File: config.mk
export PLATFORM = sky130hd
export DESIGN_NAME = lfsr_result_fifo
export DESIGN_NICKNAME = d
export VERILOG_FILES = /design/src/rtl/lfsr_result_fifo.sv
export SDC_FILE = /design/constraint.sdc
export NUM_CORES = 1
export LEC_CHECK = 0
export BUFFER_PORTS_ARGS = -buffer_cell sky130_fd_sc_hd__buf_4
export CAP_MARGIN = 25
export CORE_UTILIZATION = 36
export DETAILED_ROUTE_END_ITERATION = 8
export GPL_TIMING_DRIVEN = 0
export HOLD_SLACK_MARGIN = 0.08
export SLEW_MARGIN = 10
export SYNTH_ARGS = -nofsm -noshare
export SYNTH_HDL_FRONTEND = slang
export SYNTH_SLANG_ARGS = --single-unit
File: constraint.sdc
create_clock -name clk -period 12.9 [get_ports clk]
set_input_delay 1.29 -clock clk [delete_from_list [all_inputs] [get_ports clk]]
set_output_delay 1.29 -clock clk [all_outputs]
set_load 0.03 [all_outputs]
File: src/rtl/lfsr_result_fifo.sv
// lfsr_result_fifo: buffers sampled LFSR words in a FWFT FIFO and flags lockup/stuck/overflow conditions.
module lfsr_result_fifo #(
  parameter int DATA_W = 32,
  parameter int DEPTH = 8,
  parameter int CNT_W = 32
) (
  input  logic                     clk,
  input  logic                     rst,
  input  logic                     in_valid,
  input  logic [DATA_W-1:0]        in_data,
  output logic                     out_valid,
  input  logic                     out_ready,
  output logic [DATA_W-1:0]        out_data,
  output logic [$clog2(DEPTH):0]   level,
  output logic                     full,
  output logic                     empty,
  output logic                     overflow,
  output logic                     zero_seen,
  output logic                     stuck_seen,
  input  logic                     clr_flags,
  output logic [CNT_W-1:0]         sample_cnt
);
  localparam int AW = $clog2(DEPTH);
  logic [DATA_W-1:0] mem [DEPTH];
  logic [AW-1:0] wr_ptr, rd_ptr;
  logic [DATA_W-1:0] prev_data;
  logic prev_vld, push, pop, ovf_set, zero_set, stuck_set;
  always_comb begin
    full = level == (AW+1)'(DEPTH);
    empty = level == '0;
    out_valid = ~empty;
    out_data = out_valid ? mem[rd_ptr] : '0;
    pop = out_valid & out_ready;
    push = in_valid & (~full | pop);
    ovf_set = in_valid & full & ~pop;
    zero_set = in_valid & (in_data == '0);
    stuck_set = in_valid & prev_vld & (in_data == prev_data);
  end
  always_ff @(posedge clk)
    if (push & ~rst) mem[wr_ptr] <= in_data;
  always_ff @(posedge clk) begin
    if (rst) begin
      wr_ptr <= '0;
      rd_ptr <= '0;
      level <= '0;
      sample_cnt <= '0;
      overflow <= 1'b0;
      zero_seen <= 1'b0;
      stuck_seen <= 1'b0;
      prev_vld <= 1'b0;
      prev_data <= '0;
    end else begin
      if (push) wr_ptr <= wr_ptr + AW'(1);
      if (pop) rd_ptr <= rd_ptr + AW'(1);
      if (push) sample_cnt <= sample_cnt + CNT_W'(1);
      level <= (push & ~pop) ? level + (AW+1)'(1) : (pop & ~push) ? level - (AW+1)'(1) : level;
      // a coincident set condition beats the clear
      overflow <= ovf_set | (overflow & ~clr_flags);
      zero_seen <= zero_set | (zero_seen & ~clr_flags);
      stuck_seen <= stuck_set | (stuck_seen & ~clr_flags);
      if (in_valid) begin
        prev_data <= in_data;
        prev_vld <= 1'b1;
      end
    end
  end
endmodule

==> results of run 1 <==
==> area by class of cell <==
cell class / instances / area share
Multi-Input combinational cell: 440 / 0.246
Timing Repair Buffer: 143 / 0.0673
Clock inverter: 16 / 0.0120
Buffer: 41 / 0.0107
Clock buffer: 52 / 0.0631
Sequential cell: 337 / 0.563
Tap cell: 468 / 0.0354
Inverter: 9 / 0.00204
==> synthesized netlist by cell type, drive strengths merged, types with 2 or more instances <==
cell type / count
nand3: 11
inv: 9
xor2: 15
a21oi: 13
edfxtp: 256
mux4: 64
nand2: 25
clkbuf: 19
ha: 6
and2: 3
nor3: 8
nor2b: 2
or4: 2
xnor2: 49
or3: 5
nand2b: 3
nor4: 24
o2111ai: 2
o21ai: 7
buf: 22
nor4b: 3
and4: 4
nor2: 108
mux2i: 65
nand4: 11
dfxtp: 81
==> flip-flops by register name (all words and copies together) (netlist names), named ones only <==
signal / flops
overflow: 1
rd_ptr: 3
stuck_seen: 1
prev_vld: 1
wr_ptr: 3
sample_cnt: 32
mem: 256
level: 4
zero_seen: 1
prev_data: 32
==> final timing paths <==
check / startpoint / slack (ps) / endpoint / cells after the start
setup / recovery: flop / 8510 / out_data[14] / 6
hold / removal: zero_seen / 470 / zero_seen / 2
setup reg to reg: level[0] / 9790 / level[3] / 12
hold reg to reg: zero_seen / 470 / zero_seen / 2
==> through the flow <==
| step | hold WS, ps | power [uW] | setup WS, ps | utilization | std cells |
|---|---|---|---|---|---|
| after floorplan | 440 | 1750 | 7140 | - | 827 |
| after global placement | 456 | 2000 | 2860 | 0.406 | 1403 |
| after detailed placement | 465 | 2000 | 9020 | 0.416 | 1438 |
| after CTS | 476 | 3070 | 8460 | 0.449 | 1506 |
| after global routing | 511 | 3160 | 8430 | 0.449 | 1506 |
| final | 473 | 3030 | 8510 | 0.449 | 1506 |
==> layer usage <==
| layer | vias to the layer above | part of all wire | GRT usage |
|---|---|---|---|
| li1 | 3533 | - | - |
| met1 | 3855 | 0.46 | 0.223 |
| met2 | 163 | 0.47 | 0.257 |
| met3 | 50 | 0.053 | 0.0359 |
| met4 | 4 | 0.021 | 0.0420 |
| met5 | - | 0.00073 | 0 |
==> critical path, cell delays in order, from the launching register on <==
cell and delay, ps:
dfxtp_1 300, clkbuf_1 630, clkbuf_1 690, mux4_2 410, mux2i_1 280, nor2_1 70
buf_4 190
==> cells by family (layout without fill, tap and decap cells) <==
group / Yosys count / after routing / synth area share
buf+inv: 50 / 261 / 0.0156
simple gates: 215 / 215 / 0.0787
xor+xnor: 64 / 64 / 0.0414
fa+ha+maj: 7 / 7 / 0.00703
mux: 130 / 130 / 0.155
flops: 337 / 337 / 0.688
compound gates: 24 / 24 / 0.0136
==> power breakdown <==
part / switching, uW / leakage, uW / internal, uW / total (uW)
combinational: 432 / 0.00201 / 314 / 746
sequential: 19.4 / 0.00297 / 1200 / 1220
clock: 428 / 0.000596 / 633 / 1060
==> flow_summary.ini, run 1 <==
[yosys]
synthCells = 827
synth_area_leaders = edfxtp_1, dfxtp_1, mux4_2
synth_top_area_share = 0.568
ys_ff_latch = 337
syn-mean-instance-area_sq_um = 16.4
syn_nets = 871
syn_area_sq_um = 13500
synthFlopType = edfxtp_1
yosysTopAreaCell = edfxtp_1
async_reset_ff_frac = 0
synth_edf_count = 256
synth_cell_types = 45
seq_area_frac_synth = 0.688
yosys_warnings = 0

[worst_setup_path]
cp.required_ps = 11610
critical_path.max_fanout = 10
arrival_ps = 3100
end_kind = primary output
crit_type = reg2out
start_kind = flop

[clocking]
cts_tree = built
cts_sinks = 337
cts-resized-gates = 0
clockRootBuffer = clkbuf_16
cts_made_buffers = 37
postCtsHoldBufs = 0
clkSlewWorstSetupHoldPaths_ps = 60
cts.htree.levels = 2
clockBufferDepth = 3
clk_latency_ps = 530
cts_setup_buffers = 0

[placed_design]
hpwl_um = 21100
place_congestion = 0.772
placed_cell_area_sq_um = 15300
io_buffers = 108

[finish]
multi_input_area_sq_um = 4070
syn_to_final_growth_pct = 22.2
diodes = 0
fillCellCount = 3246
final_area_sq_um = 16500
drive_above_1_share = 0.286
fin_nets = 1053
ff_latch_area_sq_um = 9310
layout_commonest_cell = edfxtp_1
final_cell_mix = edfxtp_1, buf_4, nor2_1

[sta]
rsz0062_at_grt = no
period_minus_slack_ps = 4390
fin_crit_sh = 0.341
setup_tns_ps = 0
finalHoldViolCount = 0
fmax_mhz = 228
slew_viol_final = 0
setup-violations-final = 0
skew_ps = 23.2
worstMarginPinSlew_ps = 980
relSlewSlack = 0.347

[power_and_ir_drop]
pwr_density_cell_nw_per_um2 = 183
p_leak_uw = 0.00558
ir_drop_mv = 0.0790

[die]
core_area_sq_um = 36800
dieArea_sq_um = 38400
initial_core_util = 0.368
die_h_um = 196
die-width_um = 196
io_pins = 111
placement_rows = 70

[grt]
grt_pass1_wl_um = 46900
grt_max_degree = 20
overflow = 0
grtUsageTotal = 0.161
grt_pass1_vias = 7790
antenna_found_initial = 2

[route]
dr.first_iter.drc_count = 427
routed-via-count = 7605
ant_nets = 0
drcViolationCount = 0
first_pass_iters = 4
wl_um = 30100
post_drt_wl_per_cell_um = 20.0
vias_per_cell = 5.05

[job]
drv_cap = 0

[worst_hold_path]
worstHoldPathType = reg2reg

[run_status]
run_status = complete, no violations
Power figures use the tool's default switching activity.
==> inputs of run 2 (changes only) <==
==> constraint.sdc (replaced) <==
create_clock -name clk -period 3.6 [get_ports clk]
set_input_delay 0.36 -clock clk [delete_from_list [all_inputs] [get_ports clk]]
set_output_delay 0.36 -clock clk [all_outputs]
set_load 0.03 [all_outputs]
==> flow_summary.ini, run 2 (synthesis gave the netlist of run 1 again) <==
[run_status]
run_status = complete, no violations

[finish]
fin_nets = 1040
top_regs = mem (256), prev_data (32), sample_cnt (32)
ff_latch_area_sq_um = 9310
top_register = mem
syn_to_final_growth_pct = 21.9
multi_input_area_sq_um = 4110
final_cell_mix = edfxtp_1, buf_4, nor2_1
final_util = 0.448
layout_commonest_cell = edfxtp_1
fillCellCount = 3223
drive_above_1_share = 0.278
largest_reg_flops = 256

[route]
post_drt_wl_per_cell_um = 19.9
first_pass_iters = 4
drcViolationCount = 0
dr.first_iter.drc_count = 417
vias_per_cell = 4.98
wl_um = 29700
ant_nets = 0
routed-via-count = 7445

[clocking]
cts_setup_buffers = 0
clockBufferDepth = 3
cts-resized-gates = 0
cts_made_buffers = 37
clockRootBuffer = clkbuf_16
postCtsHoldBufs = 0
clkSlewWorstSetupHoldPaths_ps = 60
cts_tree = built
clk_latency_ps = 520
cts.htree.levels = 2
cts_sinks = 337

[power_and_ir_drop]
pwr_density_cell_nw_per_um2 = 647
total_power_uw = 10700
ir_drop_mv = 0.315
p_leak_uw = 0.00551

[sta]
whs_ps = 108
relSlewSlack = 0.356
period_minus_slack_ps = 3310
slew_viol_final = 0
rsz0062_at_grt = no
setup_tns_ps = 0
skew_ps = 13.4
fin_crit_sh = 0.920
worstMarginPinSlew_ps = 967
fmax_mhz = 302
setup-violations-final = 0
finalHoldViolCount = 0

[grt]
grt_pass1_vias = 7692
grt_pass1_wl_um = 45800
antenna_found_initial = 0
grt_max_degree = 19
grtUsageTotal = 0.157
overflow = 0

[worst_setup_path]
end_kind = primary output
crit_family = buffers and inverters
max_stage_delay_ps = 610
critPathMostFrequentCell = clkbuf_1
arrival_ps = 2950
r2r_cells = 12
crit_type = reg2out
regToRegEndpoint = level[3]
crit_end = out_data[14]
cp.required_ps = 3240
critical_path.max_fanout = 10
crit_buf_inv = 3
start_kind = flop
r2r_start = level[0]
critical_path_depth = 6
crit_chain = clkbuf_1 > clkbuf_1 > mux4_2 > mux2i_1 > nor2_1 > buf_4
r2r_slack_ps = 500
cpMaxStageDelayCell = clkbuf_1

[die]
io_pins = 111
core_area_sq_um = 36800
placement_rows = 70
initial_core_util = 0.368
die_h_um = 196
die-width_um = 196
dieArea_sq_um = 38400

[placed_design]
place_congestion = 0.782
hpwl_um = 20600
io_buffers = 108

[job]
drv_cap = 0

[worst_hold_path]
worstHoldPathType = in2reg
run 2: power by group:
group | switching (uW) | total (uW) | internal, uW
Sequential | 69.5 | 4370 | 4300
Clock | 1530 | 3640 | 2110
Combinational | 1540 | 2660 | 1130
run 2: area by class of cell:
cell class              count  share of cell area
diodes                      1            0.000152
plain buffers              41              0.0108
clock buffers              49              0.0601
clock inverters            19              0.0108
inverters                   9             0.00205
multi-input cells         440               0.249
flip-flops and latches    337               0.564
well taps                 468              0.0355
repair buffers            130              0.0668
run 2: how the worst min path moves through the flow:
stage	from	endpoint	slack (ps)	depth (start not counted)
final	in_data[12]	mem[1][12]	110	1
after global routing	in_data[14]	mem[4][14]	100	1
after CTS	in_data[12]	mem[1][12]	90	1
after detailed placement	prev_vld	prev_vld	460	2
after global placement	zero_seen	zero_seen	460	2
after floorplan	prev_vld	prev_vld	440	2
run 2: metrics by stage:
step	cell area, sq um	instances	setup WS (ps)
finish	16500	1494	287
global route	16500	1493	107
CTS	16500	1493	173
detailed placement	15300	1425	512
global placement	15000	1403	-1990
floorplan	13600	827	-115
run 2: worst reg2reg max path, stage by stage, from the launching register on:
cell and delay, ps:
dfxtp_1 380, or4b_1 550, buf_4 190, o21ai_4 260, inv_2 170, ha_1 230
inv_1 120, ha_1 240, a21o_1 180, a21oi_1 170, xnor2_1 90, or3_1 300
a21oi_1 130
run 2: per-layer routing:
| layer | GRT usage | part of all wire | vias up |
|---|---|---|---|
| met2 | 0.261 | 0.48 | 164 |
| li1 | - | - | 3498 |
| met4 | 0.0333 | 0.013 | 0 |
| met3 | 0.0382 | 0.062 | 27 |
| met5 | 0 | 0 | - |
| met1 | 0.210 | 0.44 | 3756 |
